===== config.mk =====
export PLATFORM = sky130hd
export DESIGN_NAME = mul_share_arb
export DESIGN_NICKNAME = d
export VERILOG_FILES = /design/src/rtl/mul_arb_pkg.sv /design/src/rtl/alu_mul.sv /design/src/rtl/mul_share_arb.sv
export SDC_FILE = /design/constraint.sdc
export NUM_CORES = 1
export LEC_CHECK = 0
export CORE_ASPECT_RATIO = 0.75
export CORE_MARGIN = 2
export CORE_UTILIZATION = 47
export CTS_CLUSTER_DIAMETER = 100
export DETAILED_ROUTE_END_ITERATION = 10
export GPL_TIMING_DRIVEN = 0
export PLACE_DENSITY = 0.77
export SETUP_SLACK_MARGIN = 0.15
export SLEW_MARGIN = 10
export SYNTH_ARGS = -nofsm -noshare
export SYNTH_HDL_FRONTEND = slang
export SYNTH_SLANG_ARGS = --single-unit

===== constraint.sdc =====
create_clock -name clk -period 5.5 [get_ports clk]
set_input_delay 0.55 -clock clk [delete_from_list [all_inputs] [get_ports clk]]
set_output_delay 0.55 -clock clk [all_outputs]
set_load 0.01 [all_outputs]

===== src/rtl/mul_arb_pkg.sv =====
// Shared types and helpers for the multiplier-sharing arbiter.
package mul_arb_pkg;

    localparam int DATA_W  = 16;
    localparam int MAX_REQ = 8;

    typedef enum logic {
        MUL = 1'b0,
        MLA = 1'b1
    } op_sel_e;

    // Lowest offset from ptr wins; the loop runs downward so the nearest hit is written last.
    function automatic logic [2:0] rr_pick(
        input logic [MAX_REQ-1:0] valid,
        input logic [2:0]         ptr,
        input logic [3:0]         num_req
    );
        logic [3:0] idx;
        rr_pick = ptr;
        for (int k = MAX_REQ - 1; k >= 0; k--) begin
            idx = {1'b0, ptr} + 4'(k);
            if (idx >= num_req) begin
                idx = idx - num_req;
            end
            if ((4'(k) < num_req) && valid[idx[2:0]]) begin
                rr_pick = idx[2:0];
            end
        end
    endfunction

endpackage


===== src/rtl/alu_mul.sv =====
// Combinational 16x16 signed multiplier returning the low 16 bits of the product.
module alu_mul
    import mul_arb_pkg::*;
(
    input  logic signed [DATA_W-1:0] a,
    input  logic signed [DATA_W-1:0] b,
    output logic        [DATA_W-1:0] p
);

    assign p = DATA_W'(a * b);

endmodule


===== src/rtl/mul_share_arb.sv =====
// Round-robin arbiter sharing one signed multiplier between NUM_REQ requesters,
// with an operand stage (S1) and a result stage (S2) carrying MUL/MLA results and N/Z flags.
module mul_share_arb
    import mul_arb_pkg::*;
#(
    parameter int NUM_REQ = 4,
    parameter int IDW     = $clog2(NUM_REQ)
) (
    input  logic                      clk,
    input  logic                      rst,
    input  logic [NUM_REQ-1:0]        req_valid,
    output logic [NUM_REQ-1:0]        req_ready,
    input  logic [DATA_W*NUM_REQ-1:0] req_op1,
    input  logic [DATA_W*NUM_REQ-1:0] req_op2,
    input  logic [DATA_W*NUM_REQ-1:0] req_op3,
    input  logic [NUM_REQ-1:0]        req_acc,
    output logic                      rsp_valid,
    input  logic                      rsp_ready,
    output logic [IDW-1:0]            rsp_id,
    output logic [DATA_W-1:0]         rsp_result,
    output logic                      rsp_n,
    output logic                      rsp_z,
    output logic                      busy
);

    logic                 s1_valid;
    logic                 s2_valid;
    logic                 s1_en;
    logic                 s2_en;
    logic                 any_valid;
    logic                 accept;
    logic [MAX_REQ-1:0]   valid_pad;
    logic [IDW-1:0]       grant;
    logic [IDW-1:0]       rr_ptr;
    logic [IDW-1:0]       ptr_next;
    logic [DATA_W-1:0]    g_op1;
    logic [DATA_W-1:0]    g_op2;
    logic [DATA_W-1:0]    g_op3;
    logic [DATA_W-1:0]    s1_a;
    logic [DATA_W-1:0]    s1_b;
    logic [DATA_W-1:0]    s1_c;
    op_sel_e              s1_op;
    logic [IDW-1:0]       s1_id;
    logic [DATA_W-1:0]    prod;
    logic [DATA_W-1:0]    sum;

    assign s2_en     = !s2_valid || rsp_ready;
    assign s1_en     = !s1_valid || s2_en;
    assign any_valid = |req_valid;
    assign accept    = any_valid && s1_en;

    always_comb begin
        valid_pad                = '0;
        valid_pad[NUM_REQ-1:0]   = req_valid;
    end

    assign grant    = IDW'(rr_pick(valid_pad, 3'(rr_ptr), 4'(NUM_REQ)));
    assign ptr_next = (grant == IDW'(NUM_REQ - 1)) ? '0 : grant + 1'b1;

    assign g_op1 = req_op1[DATA_W*grant +: DATA_W];
    assign g_op2 = req_op2[DATA_W*grant +: DATA_W];
    assign g_op3 = req_op3[DATA_W*grant +: DATA_W];

    // Ready is held low during reset so outputs read zero the moment rst rises.
    always_comb begin
        req_ready = '0;
        if (any_valid && !rst) begin
            req_ready[grant] = s1_en;
        end
    end

    always_ff @(posedge clk or posedge rst) begin
        if (rst) begin
            s1_valid <= 1'b0;
            s1_a     <= '0;
            s1_b     <= '0;
            s1_c     <= '0;
            s1_op    <= MUL;
            s1_id    <= '0;
            rr_ptr   <= '0;
        end else begin
            if (s1_en) begin
                s1_valid <= accept;
            end
            if (accept) begin
                s1_a   <= g_op1;
                s1_b   <= g_op2;
                s1_c   <= g_op3;
                s1_op  <= op_sel_e'(req_acc[grant]);
                s1_id  <= grant;
                rr_ptr <= ptr_next;
            end
        end
    end

    alu_mul u_alu_mul (
        .a (s1_a),
        .b (s1_b),
        .p (prod)
    );

    assign sum = prod + ((s1_op == MLA) ? s1_c : '0);

    always_ff @(posedge clk or posedge rst) begin
        if (rst) begin
            s2_valid   <= 1'b0;
            rsp_id     <= '0;
            rsp_result <= '0;
            rsp_n      <= 1'b0;
            rsp_z      <= 1'b0;
        end else if (s2_en) begin
            s2_valid <= s1_valid;
            rsp_id   <= s1_id;
            if (s1_valid) begin
                rsp_result <= sum;
                rsp_n      <= sum[DATA_W-1];
                rsp_z      <= (sum == '0);
            end
        end
    end

    assign rsp_valid = s2_valid;
    assign busy      = s1_valid || s2_valid;

endmodule


==> flow_metrics.tcl <==
set metrics [dict create \
    status "finished clean" \
    dr.pass1.iters 7 \
    grt_pass1_wl_um 43600 \
    wirelength_um 27200 \
    min_path_type "register to register" \
    area_growth_pct 36.8 \
    synthCells 1020 \
    async_reset_ff_frac 1.00 \
    fmax_mhz 183 \
    wl_per_cell_um 17.5 \
    cp.arrival_ns 5.70 \
    synthTopCellsByCount "inv_1 (167), nand2_1 (132), mux2i_1 (102), fa_1 (93), and2_1 (87)" \
    synth_top_cells_by_area "fa_1 (19%), dfrtp_1 (19%), mux2i_1 (11%)" \
    synth_top_cell_by_area "fa_1" \
    initial_core_util 0.477 \
    drive_gt1_frac 0.160 \
    die_w_um 169 \
    yosysUniqueCellTypes 50 \
    crit_start "s1_b[6]" \
    cts_num_sinks 74 \
    dp_hpwl_um 21800 \
    grt.busiest_layer "met2" \
    antenna_found_initial 1 \
    ant_nets 0 \
    clockBufferDepth 2 \
    worst_setup_path_start_kind "register" \
    critPathKind "register to register" \
    cts_buffers 9 \
    viasPerCell 5.09 \
    worst_hold_slack_ns 0.470 \
    endpoint_kind "register" \
    max-cap-violations 0 \
    synth_edf_count 0 \
    drc 0 \
    ys_warn_count 0 \
    synth-seq-area-share 0.193 \
    grt_usage 0.262 \
    yosysTopAreaCellShare 0.194 \
    rsz0062_at_grt "yes" \
    layout_min_cycle_time_ns 5.46 \
    cts_tree "done" \
    clk_pin_slew_ns 0.06 \
    maxSlewHeadroom 0.503 \
    skew_ns 0.00751 \
    maxSlewViolCount 0 \
    place_congestion 0.886 \
    finalCritPeriodShare 0.993 \
    fp.dieArea_um2 21600 \
    globalRoute.totalOverflow 0 \
    pin_count 229 \
    clock_latency_ns 0.35 \
    port_buffers 228 \
    die_y_um 128 \
    synth_top_flop_cell "dfrtp_1" \
    coreArea_um2 20100 \
    drt_iter0_drc 504 \
    yosys.cell_count.top_type "inv_1" \
    final-hold-violation-count 0 \
    rows 45 \
    worst_slew_pin_slew_ns 0.742 \
    grt_pass1_vias 8352 \
    use_met1 0.334 \
    finalSetupViolations 0 \
    use_met2 0.437 \
    syn_avg_cell_area_um2 9.40 \
    final_nets 1662 \
    gr-usage-met3 0.0744 \
    ys_ff_latch 74 \
    grt_max_degree 48 \
    critPathMaxFanout 6 \
    hold_path.startpoint "s1_c[2]" \
    dr_total_vias 7922 \
    r2r-start "s1_b[6]" \
    ctsRootBufferMaster "clkbuf_16" \
    synth_fp_nets 1389 \
    syn-cell-area_um2 9590 \
    cts_hold_buffers 0 \
    required_ns 5.74 \
    htreeDepth 3 \
]
==> through the flow <==
step                utilization  cell area (µm²)  instances  TNS (ns)  worst slack, ns
floorplan                     -             9640       1020         0            0.171
global placement          0.609            12200       1506    -0.813           -0.496
detailed placement        0.611            12300       1507     -1.07           -0.569
CTS                       0.650            13100       1555         0           0.0548
global route              0.653            13100       1557    -0.272           -0.203
finish                    0.653            13100       1557         0           0.0393
==> cells by family after synthesis <==
kind of cell,synth area share
and+or+nand+nor,0.129
AOI/OAI and AO/OA,0.0655
adders and majority gates,0.289
muxes,0.179
buffers and inverters,0.105
DFF,0.193
xor gates and xnor gates,0.0385
==> worst max-delay path, cell delays in order (launching register included) <==
cell and delay (ns):
dfrtp_1 0.39, clkbuf_8 0.14, buf_4 0.15, and2_1 0.15, fa_1 0.53, inv_1 0.06, fa_2 0.55, inv_1 0.05
fa_2 0.54, fa_2 0.44, fa_1 0.54, inv_1 0.05, fa_1 0.50, inv_2 0.05, ha_4 0.24, o21a_1 0.10
nor2_1 0.13, a21oi_2 0.06, xnor2_2 0.21, nand4_1 0.13, o41ai_1 0.31
==> layout make-up <==
cell class	instances	area, µm²
multi-input combinational	724	6930
fill	1575	6980
inverter	169	637
tap	258	323
timing repair buffer	262	2560
antenna	1	2.50
sequential	74	1860
buffer	53	472
clock buffer	10	239
clock inverter	6	95.1
==> layout by cell type, fill, tap and decap left out, types with 6 or more instances in the layout <==
cell / n
inv_1: 158
buf_12: 9
xnor2_1: 25
o21ai_0: 7
fa_2: 6
nor2_1: 7
o21ai_2: 12
dfrtp_1: 69
xor2_1: 9
clkdlybuf4s50_1: 228
buf_2: 7
fa_1: 87
a21oi_1: 7
clkbuf_1: 17
clkbuf_16: 9
and2_1: 83
ha_1: 68
clkbuf_8: 8
mux2i_1: 102
buf_4: 34
nand2_1: 131
mux2_2: 60
inv_2: 10
o21ai_1: 47
==> what timing repair did <==
action	4_1_cts	5_1_grt
pin swaps	38	1
buffers inserted	32	1
gates resized for setup	69	19
setup endpoints to repair	7	5
==> state kept, by name, indices dropped and copies added (netlist names) <==
signal / flops
s1_id: 2
rsp_z: 1
rsp_id: 2
s1_op: 1
rsp_result: 16
s1_a: 16
s1_c: 16
rr_ptr: 2
s1_valid: 1
rsp_valid: 1
s1_b: 16
==> final timing paths <==
kind | end | slack (ns) | depth (start not counted)
worst max-delay path | rsp_z | 0.04 | 20
worst min-delay path | s1_c[2] | 0.47 | 2
worst max register to register | rsp_z | 0.04 | 20
worst min register to register | s1_c[2] | 0.47 | 2
max in group asynchronous | s1_a[2] | 4.36 | 3
min in group asynchronous | rsp_valid | 0.55 | 2
==> layer usage <==
metal	up-vias	routed length [µm]
li1	3796	-
met1	3784	11300
met2	292	12800
met3	50	2380
met4	0	715
met5	-	0
Power is not shown: default switching activity piles up to over one toggle a cycle in this logic, so the estimate is an artifact.
